**src/rtl/risp_input_stage.sv**
```systemverilog
// -----------------------------------------------------------------------------
// risp_input_stage
//
// Upstream feeder for the RISP neuron array. Host spike packets (target input
// index + signed charge) arrive on a valid/ready stream and are summed, with
// saturation, into one accumulator per network input. A step packet launches
// one or more network timesteps (net_en pulses). The accumulated charges are
// shown on net_inp during the first timestep of the command only, and the
// accumulators are cleared when that first timestep fires.
//
// Ports
//   clk        clock, all state changes on the rising edge
//   rst        synchronous reset, active-high
//   s_valid    packet valid
//   s_ready    packet accepted when s_valid && s_ready (high only in ACCUM)
//   s_step     1 = step command, 0 = charge packet
//   s_idx      target input index of a charge packet
//   s_charge   signed charge of a charge packet
//   s_run      number of timesteps of a step command (0 = no-op)
//   net_ready  network can take a timestep this cycle
//   net_en     network timestep enable, one cycle per timestep
//   net_inp    per-input charges presented to the network
//   busy       high while a step command is executing
//   step_cnt   timesteps completed since reset (wraps)
//   err_idx    sticky flag: a charge packet targeted a non-existent input
// -----------------------------------------------------------------------------
module risp_input_stage #(
    parameter int NUM_INP      = 8,
    parameter int CHARGE_WIDTH = 8,
    parameter int RUN_WIDTH    = 8,
    parameter int CNT_WIDTH    = 32,
    localparam int IDX_WIDTH   = (NUM_INP > 1) ? $clog2(NUM_INP) : 1
) (
    input  logic                           clk,
    input  logic                           rst,
    input  logic                           s_valid,
    output logic                           s_ready,
    input  logic                           s_step,
    input  logic [IDX_WIDTH-1:0]           s_idx,
    input  logic signed [CHARGE_WIDTH-1:0] s_charge,
    input  logic [RUN_WIDTH-1:0]           s_run,
    input  logic                           net_ready,
    output logic                           net_en,
    output logic signed [CHARGE_WIDTH-1:0] net_inp [0:NUM_INP-1],
    output logic                           busy,
    output logic [CNT_WIDTH-1:0]           step_cnt,
    output logic                           err_idx
);

    localparam logic [0:0] ST_ACCUM = 1'b0;
    localparam logic [0:0] ST_STEP  = 1'b1;

    localparam int CW = CHARGE_WIDTH;

    logic [0:0]           state_reg;
    logic [RUN_WIDTH-1:0] remaining_reg;
    logic                 first_reg;
    logic [CNT_WIDTH-1:0] step_cnt_reg;
    logic                 err_idx_reg;

    logic accept;
    logic idx_valid;
    logic acc_charge;
    logic clear_acc;

    // Handshake and step enable are pure decodes of the state so that net_en
    // follows net_ready in the same cycle.
    assign s_ready    = (state_reg == ST_ACCUM);
    assign busy       = (state_reg == ST_STEP);
    assign net_en     = busy && net_ready;
    assign accept     = s_valid && s_ready;
    assign acc_charge = accept && !s_step && idx_valid;
    // Accumulators are consumed by the first timestep of a command.
    assign clear_acc  = net_en && first_reg;

    assign step_cnt = step_cnt_reg;
    assign err_idx  = err_idx_reg;

    // Range check only exists when the index field can encode more values
    // than there are inputs; otherwise every index is legal.
    generate
        if ((1 << IDX_WIDTH) > NUM_INP) begin : g_idx_chk
            localparam logic [IDX_WIDTH:0] NUM_INP_W = (IDX_WIDTH+1)'(NUM_INP);
            assign idx_valid = ({1'b0, s_idx} < NUM_INP_W);
        end else begin : g_idx_full
            assign idx_valid = 1'b1;
        end
    endgenerate

    // One accumulator per network input. All of them must be readable in
    // parallel on the first timestep, so they live in flops, not RAM.
    genvar gi;
    generate
        for (gi = 0; gi < NUM_INP; gi++) begin : g_chan
            logic signed [CW-1:0] acc_reg;
            logic signed [CW:0]   sum;
            logic signed [CW-1:0] sat;
            logic                 hit;

            // One extra bit of headroom: an overflow shows up as the two
            // top bits of the sum disagreeing.
            assign sum = {acc_reg[CW-1], acc_reg} + {s_charge[CW-1], s_charge};
            assign hit = acc_charge && (s_idx == IDX_WIDTH'(gi));

            always_comb begin
                sat = sum[CW-1:0];
                if (sum[CW] != sum[CW-1]) begin
                    sat = sum[CW] ? {1'b1, {(CW-1){1'b0}}}
                                  : {1'b0, {(CW-1){1'b1}}};
                end
            end

            always_ff @(posedge clk) begin
                if (rst) begin
                    acc_reg <= '0;
                end else if (clear_acc) begin
                    acc_reg <= '0;
                end else if (hit) begin
                    acc_reg <= sat;
                end
            end

            // Charges are driven only while the first timestep is pending, so
            // a neuron that fires combinationally never sees stray charge.
            assign net_inp[gi] = (busy && first_reg) ? acc_reg : '0;
        end
    endgenerate

    always_ff @(posedge clk) begin
        if (rst) begin
            state_reg     <= ST_ACCUM;
            remaining_reg <= '0;
            first_reg     <= 1'b0;
            step_cnt_reg  <= '0;
            err_idx_reg   <= 1'b0;
        end else begin
            case (state_reg)
                ST_ACCUM: begin
                    if (accept) begin
                        if (s_step) begin
                            // A zero-length run is consumed without effect.
                            if (s_run != '0) begin
                                remaining_reg <= s_run;
                                first_reg     <= 1'b1;
                                state_reg     <= ST_STEP;
                            end
                        end else if (!idx_valid) begin
                            err_idx_reg <= 1'b1;
                        end
                    end
                end
                ST_STEP: begin
                    if (net_en) begin
                        remaining_reg <= remaining_reg - RUN_WIDTH'(1);
                        step_cnt_reg  <= step_cnt_reg + CNT_WIDTH'(1);
                        first_reg     <= 1'b0;
                        if (remaining_reg == RUN_WIDTH'(1)) begin
                            state_reg <= ST_ACCUM;
                        end
                    end
                end
                default: begin
                    state_reg <= ST_ACCUM;
                end
            endcase
        end
    end

endmodule

```
**config.mk**
```make
export PLATFORM = sky130hd
export DESIGN_NAME = risp_input_stage
export DESIGN_NICKNAME = d
export VERILOG_FILES = /design/src/rtl/risp_input_stage.sv
export SDC_FILE = /design/constraint.sdc
export NUM_CORES = 1
export LEC_CHECK = 0
export BUFFER_PORTS_ARGS = -buffer_cell sky130_fd_sc_hd__buf_2
export CELL_PAD_IN_SITES_DETAIL_PLACEMENT = 0
export CELL_PAD_IN_SITES_GLOBAL_PLACEMENT = 2
export CORE_MARGIN = 1
export CORE_UTILIZATION = 34
export CTS_CLUSTER_DIAMETER = 80
export DETAILED_ROUTE_END_ITERATION = 10
export PLACE_DENSITY = 0.89
export REMOVE_ABC_BUFFERS = 1
export SYNTH_ARGS = -nofsm -noshare
export SYNTH_HDL_FRONTEND = slang
export SYNTH_SLANG_ARGS = --single-unit
```
**constraint.sdc**
```tcl
create_clock -name clk -period 3.5 [get_ports clk]
set_input_delay 0.7 -clock clk [delete_from_list [all_inputs] [get_ports clk]]
set_output_delay 0.7 -clock clk [all_outputs]
set_load 0.005 [all_outputs]
```
==> run summary, run 1 <==
Post-synthesis sequential area ratio = 0.259
Largest net degree at the start of global routing = 64
Post-Synthesis Cells = 1046
Most frequent cells in the layout = buf_2, nor2_1, dfxtp_1
CTS Buf Count = 9
Clk_lat worst skew = 0.37 ns
Outcome = finished, final reports clean
Max-cap viol count = 0
Starting Density = 0.349
Vias in the first global route = 7098
Vias per inst = 5.32
Antenna violations before repair = 0
Input/output buffers = 122
Arrival @ worst endpoint = 3.24 ns
Slew Limit Fails = 0
Area Growth Syn to Fin = 15.4%
CP Launch Type = primary input
RD Place Congestion = 0.835
Core area = 23500 um2
Synth warn = 0
Cell Chain, Critical Path = buf_2, ha_1, inv_1, fa_1, nor2b_1, o31a_1, o31ai_2, a31oi_1, maj3_1, nand2_1, a21oi_1
Global route overflow = 0
Clock buffer depth = 2
Yosys reg bits = 106
Full die area = 24800 um2
CTS Sinks = 106
Final WS setup = 0.557 ns
Root buffer cell = clkbuf_16
Pwr Density = 300 nW/um2
Max_slew headroom = 0.476
# fillers = 2510
Post-route ant nets = 0
Die H = 157 um
Maximum vdd ir drop = 0.179 mV
Final instance area = 9470 um2
RSZ-0062 raised after global routing = false
Crit share post-route = 0.841
WS Path Type = primary input to flop
Synth top area cells = dfxtp_1, ha_1, and3_1
Synth area leader = dfxtp_1
Placed cell area = 9170 um2
Nets = 1249
Site Rows = 56
Worst-path fanout max = 8
Crit-path slowest cell = a31oi_1
Slowest stage delay, CP = 0.65 ns
Share of flip-flops with an asynchronous set or reset = 0
# DRC = 0
Clock-pin slew on the worst setup and hold paths = 0.08 ns
Leak Pwr = 4.27 nW
Share of layout cells above drive strength 1 = 0.161
Setup TNS = 0 ns
H-Tree Depth = 3
Wirelength per Cell = 16.2 um
Max FFs per register = 64
Finished Layout Cells = 1474
CP required = 3.79 ns
HP Class = flop to flop
Dpl hpwl = 17100 um
Post-synth EDFFs = 0
Final setup viols = 0
Final core occ = 0.402
Final hold viol count = 0
Die Wd = 157 um
GRT Overall Usage = 0.195
Syn Std Cell Area = 8210 um2
Post-CTS resize count = 0
Minimum clock period = 2.94 ns
Primary FF master, synth = dfxtp_1
# diodes = 0
Routed WL = 23900 um
Clk_skew = 0.00784 ns
Fmax = 0.340 GHz
Worst-margin pin slew = 0.783 ns
First-pass GRT wire length = 37900 um
Placed cells = 1458
Number of distinct library cells after synthesis = 83
Top cell type's share of synthesized area = 0.259
Element type at the critical path end = flop
DRT iter0 DRCs = 423
Commonest non-fill, non-tap cell in the layout = buf_2
Dpl ws = 0.213 ns
Post CTS Setup Buffer Count = 0
Top Ports = 124
Total number of vias = 7840
Mapped Avg Cell Area = 7.85 um2
Hold buffers post-CTS = 0
TritonCTS clock tree = done
First-pass detailed-route iteration total = 5
critical path, delay by kind of cell:
| family | cells | cell delay, ns |
|---|---|---|
| and+or+nand+nor | 2 | 0.22 |
| AOI/OAI and AO/OA | 4 | 1.10 |
| buffers and inverters | 2 | 0.32 |
| adders and majority gates | 3 | 0.90 |
cell families (layout without fill, tap and decap cells):
| family | count (synthesis) | after routing | share of synthesized area |
|---|---|---|---|
| AND/OR/NAND/NOR | 410 | 410 | 0.256 |
| AO/OA/AOI/OAI | 274 | 274 | 0.218 |
| flip-flops | 106 | 106 | 0.259 |
| adder cells (fa/ha/maj) | 94 | 94 | 0.146 |
| buffers and inverters | 90 | 199 | 0.0425 |
| XOR/XNOR | 66 | 66 | 0.0723 |
| multiplexers | 5 | 5 | 0.00610 |
| other | 1 | 1 | 0.000457 |
per-layer routing:
layer	global-route usage	vias up	share of wire
met5	0	-	0
met4	0.0374	0	0.0075
met3	0.0295	14	0.044
met2	0.315	180	0.45
met1	0.275	3630	0.50
li1	-	4016	-
cells in the mapped netlist (all sizes together), types with 28 or more instances:
master  count
nand3      44
inv        44
and3       86
clkbuf     39
nor2      114
xor2       38
xnor2      28
a21oi      74
nand2      62
dfxtp     106
ha         67
o21ai      67
cell type report:
type,count,area (um2),area share
multi-input combinational,850,5740,0.607
sequential,106,2120,0.224
timing repair buffer,138,731,0.0772
tap,319,399,0.0422
clock buffer,9,225,0.0238
inverter,45,169,0.0178
clock inverter,7,76.3,0.00806
power breakdown:
group	internal, W	switching [W]
combinational	0.000188	0.000315
sequential	0.00123	0.0000304
clock	0.000513	0.000567
total	0.00193	0.000913
per-stage QoR:
stage                     total power, W  hold slack (ns)
final                            0.00284            0.498
after global routing             0.00300            0.522
after CTS                        0.00288            0.503
after detailed placement         0.00179            0.491
after global placement           0.00179            0.483
after floorplan                  0.00162            0.444
final timing paths:
path | start | to | slack [ns] | cells past startpoint
worst max-delay path | s_charge[0] | g_chan[0].acc_reg[1] | 0.56 | 11
worst min register to register | g_chan[1].acc_reg[5] | g_chan[1].acc_reg[5] | 0.50 | 2
worst max register to register | g_chan[0].acc_reg[0] | g_chan[0].acc_reg[1] | 0.80 | 10
worst min-delay path | g_chan[1].acc_reg[5] | g_chan[1].acc_reg[5] | 0.50 | 2
Note: power is estimated with default switching activity, not from simulation.
==> run 2, diff against run 1 <==
- clock period: 3.5 -> 2.8 ns (I/O delays scaled with it)
==> run 2 against run 1 <==
  * Routed wire length rose by 1.9%
  * Die area did not move
  * Sequential power rose by 25%
  * Non-clock buffer count rose by 40
  * Sequential share of layout area fell by 0.76 points
  * Core utilization rose by 1.4 points
  * Design area rose by 3.5%
  * Via count rose by 2.7%
  * Critical path depth fell by 8
==> run summary, run 2 (synthesis gave the netlist of run 1 again) <==
Outcome = finished, final reports clean
Die Wd = 157 um
Vias in the first global route = 7528
Pwr Density = 369 nW/um2
Starting Density = 0.349
Share of layout cells above drive strength 1 = 0.189
Worst-margin pin slew = 0.820 ns
Die H = 157 um
DRT iter0 DRCs = 510
Crit Reg-Reg Startpoint = g_chan[5].acc_reg[0]
Wirelength per Cell = 16.1 um
Tot Pwr = 0.00361 W
Post-route ant nets = 0
Top Ports = 124
Post-CTS resize count = 0
Full die area = 24800 um2
RSZ-0062 raised after global routing = false
Clock-pin slew on the worst setup and hold paths = 0.09 ns
Maximum vdd ir drop = 0.260 mV
Worst-path fanout max = 61
Hold Crit Depth = 2
Leak Pwr = 4.47 nW
Post CTS Setup Buffer Count = 0
Worst hold endpoint = g_chan[0].acc_reg[0]
Core area = 23500 um2
CTS Sinks = 106
Routed WL = 24300 um
Met3 usage = 0.0303
Flop2flop setup slack = 0.37 ns
First-pass GRT wire length = 38900 um
Worst r2r path cells = 10
Antenna violations before repair = 0
WS Path Type = flop to primary output
Met1 track demand over resource = 0.262
Placed cell area = 9490 um2
Global route overflow = 0
Final setup viols = 0
Most frequent cells in the layout = buf_2, nor2_1, dfxtp_1
Sequential cell area = 2120 um2
Fmax = 0.391 GHz
Hold Path Origin = g_chan[0].acc_reg[0]
Site Rows = 56
H-Tree Depth = 3
Minimum clock period = 2.56 ns
Clock buffer depth = 2
Input/output buffers = 122
# diodes = 0
# fillers = 2470
Arrival @ worst endpoint = 2.00 ns
Commonest non-fill, non-tap cell in the layout = buf_2
TritonCTS clock tree = done
First-pass detailed-route iteration total = 5
GR Util met2 = 0.340
Element type at the critical path end = primary output
Max-cap viol count = 0
Final instance area = 9800 um2
CP Launch Type = flop
CTS Buf Count = 9
Vias per inst = 5.32
Slew Limit Fails = 0
# DRC = 0
Dpl hpwl = 17600 um
Area Growth Syn to Fin = 19.4%
Max FFs per register = 64
Area taken by multi-input logic gates = 5740 um2
RD Place Congestion = 0.864
Hold buffers post-CTS = 0
Final hold viol count = 0
Total number of vias = 8050
Max_slew headroom = 0.453
Clk_skew = 0.00657 ns
HP Class = flop to flop
Layer with the highest usage = met2
Crit share post-route = 0.914
GRT Overall Usage = 0.201
CP required = 2.24 ns
Nets = 1289
Largest net degree at the start of global routing = 67
Worst r2r dst = g_chan[5].acc_reg[1]
Clk_lat worst skew = 0.37 ns
Root buffer cell = clkbuf_16
[run 2: cell types whose count changed in the layout (fill, tap and decap cells not counted), sizes merged]
cell,change
inv,-1
buf,+40
clkinv,+1
[run 2: per-stage QoR]
| stage | TNS (ns) | setup slack [ns] | hold WS [ns] | util | instances |
|---|---|---|---|---|---|
| after CTS | 0 | 0.233 | 0.510 | 0.416 | 1514 |
| after global placement | -0.676 | -0.0681 | 0.487 | 0.403 | 1498 |
| after floorplan | -0.0761 | -0.0761 | 0.444 | - | 1001 |
| after detailed placement | -2.07 | -0.125 | 0.494 | 0.403 | 1498 |
| final | 0 | 0.242 | 0.503 | 0.416 | 1514 |
| after global routing | 0 | 0.0768 | 0.527 | 0.416 | 1514 |
[run 2: worst max-delay path by stage]
stage                      startpoint                   end  slack [ns]
after floorplan           s_charge[1]  g_chan[5].acc_reg[0]       -0.08
after global placement    s_charge[0]  g_chan[7].acc_reg[4]       -0.07
after detailed placement  s_charge[0]  g_chan[7].acc_reg[3]       -0.13
after CTS                        busy            net_inp[2]        0.23
after global routing      s_charge[0]  g_chan[2].acc_reg[6]        0.08
final                            busy            net_inp[2]        0.24
[run 2: area by class of cell]
| cell class | instances | area share |
|---|---|---|
| Timing Repair Buffer | 178 | 0.108 |
| Clock buffer | 9 | 0.0230 |
| Clock inverter | 7 | 0.00830 |
| Inverter | 45 | 0.0172 |
| Multi-Input combinational cell | 850 | 0.586 |
| Sequential cell | 106 | 0.217 |
| Tap cell | 319 | 0.0407 |
[run 2: critical path, cell delays in order (launching register included)]
cell     delay, ns
dfxtp_2       0.61
buf_4         0.56
and3_1        0.30
buf_2         0.13
[run 2: power breakdown]
group	switching, W	internal (W)
registers	0.0000359	0.00154
logic	0.000401	0.000263
clock network	0.000731	0.000643
[run 2: layer usage]
| layer | share of wire | routed length, um |
|---|---|---|
| met1 | 0.48 | 11600 |
| met2 | 0.46 | 11300 |
| met3 | 0.045 | 1080 |
| met4 | 0.014 | 350 |
| met5 | 0 | 0 |
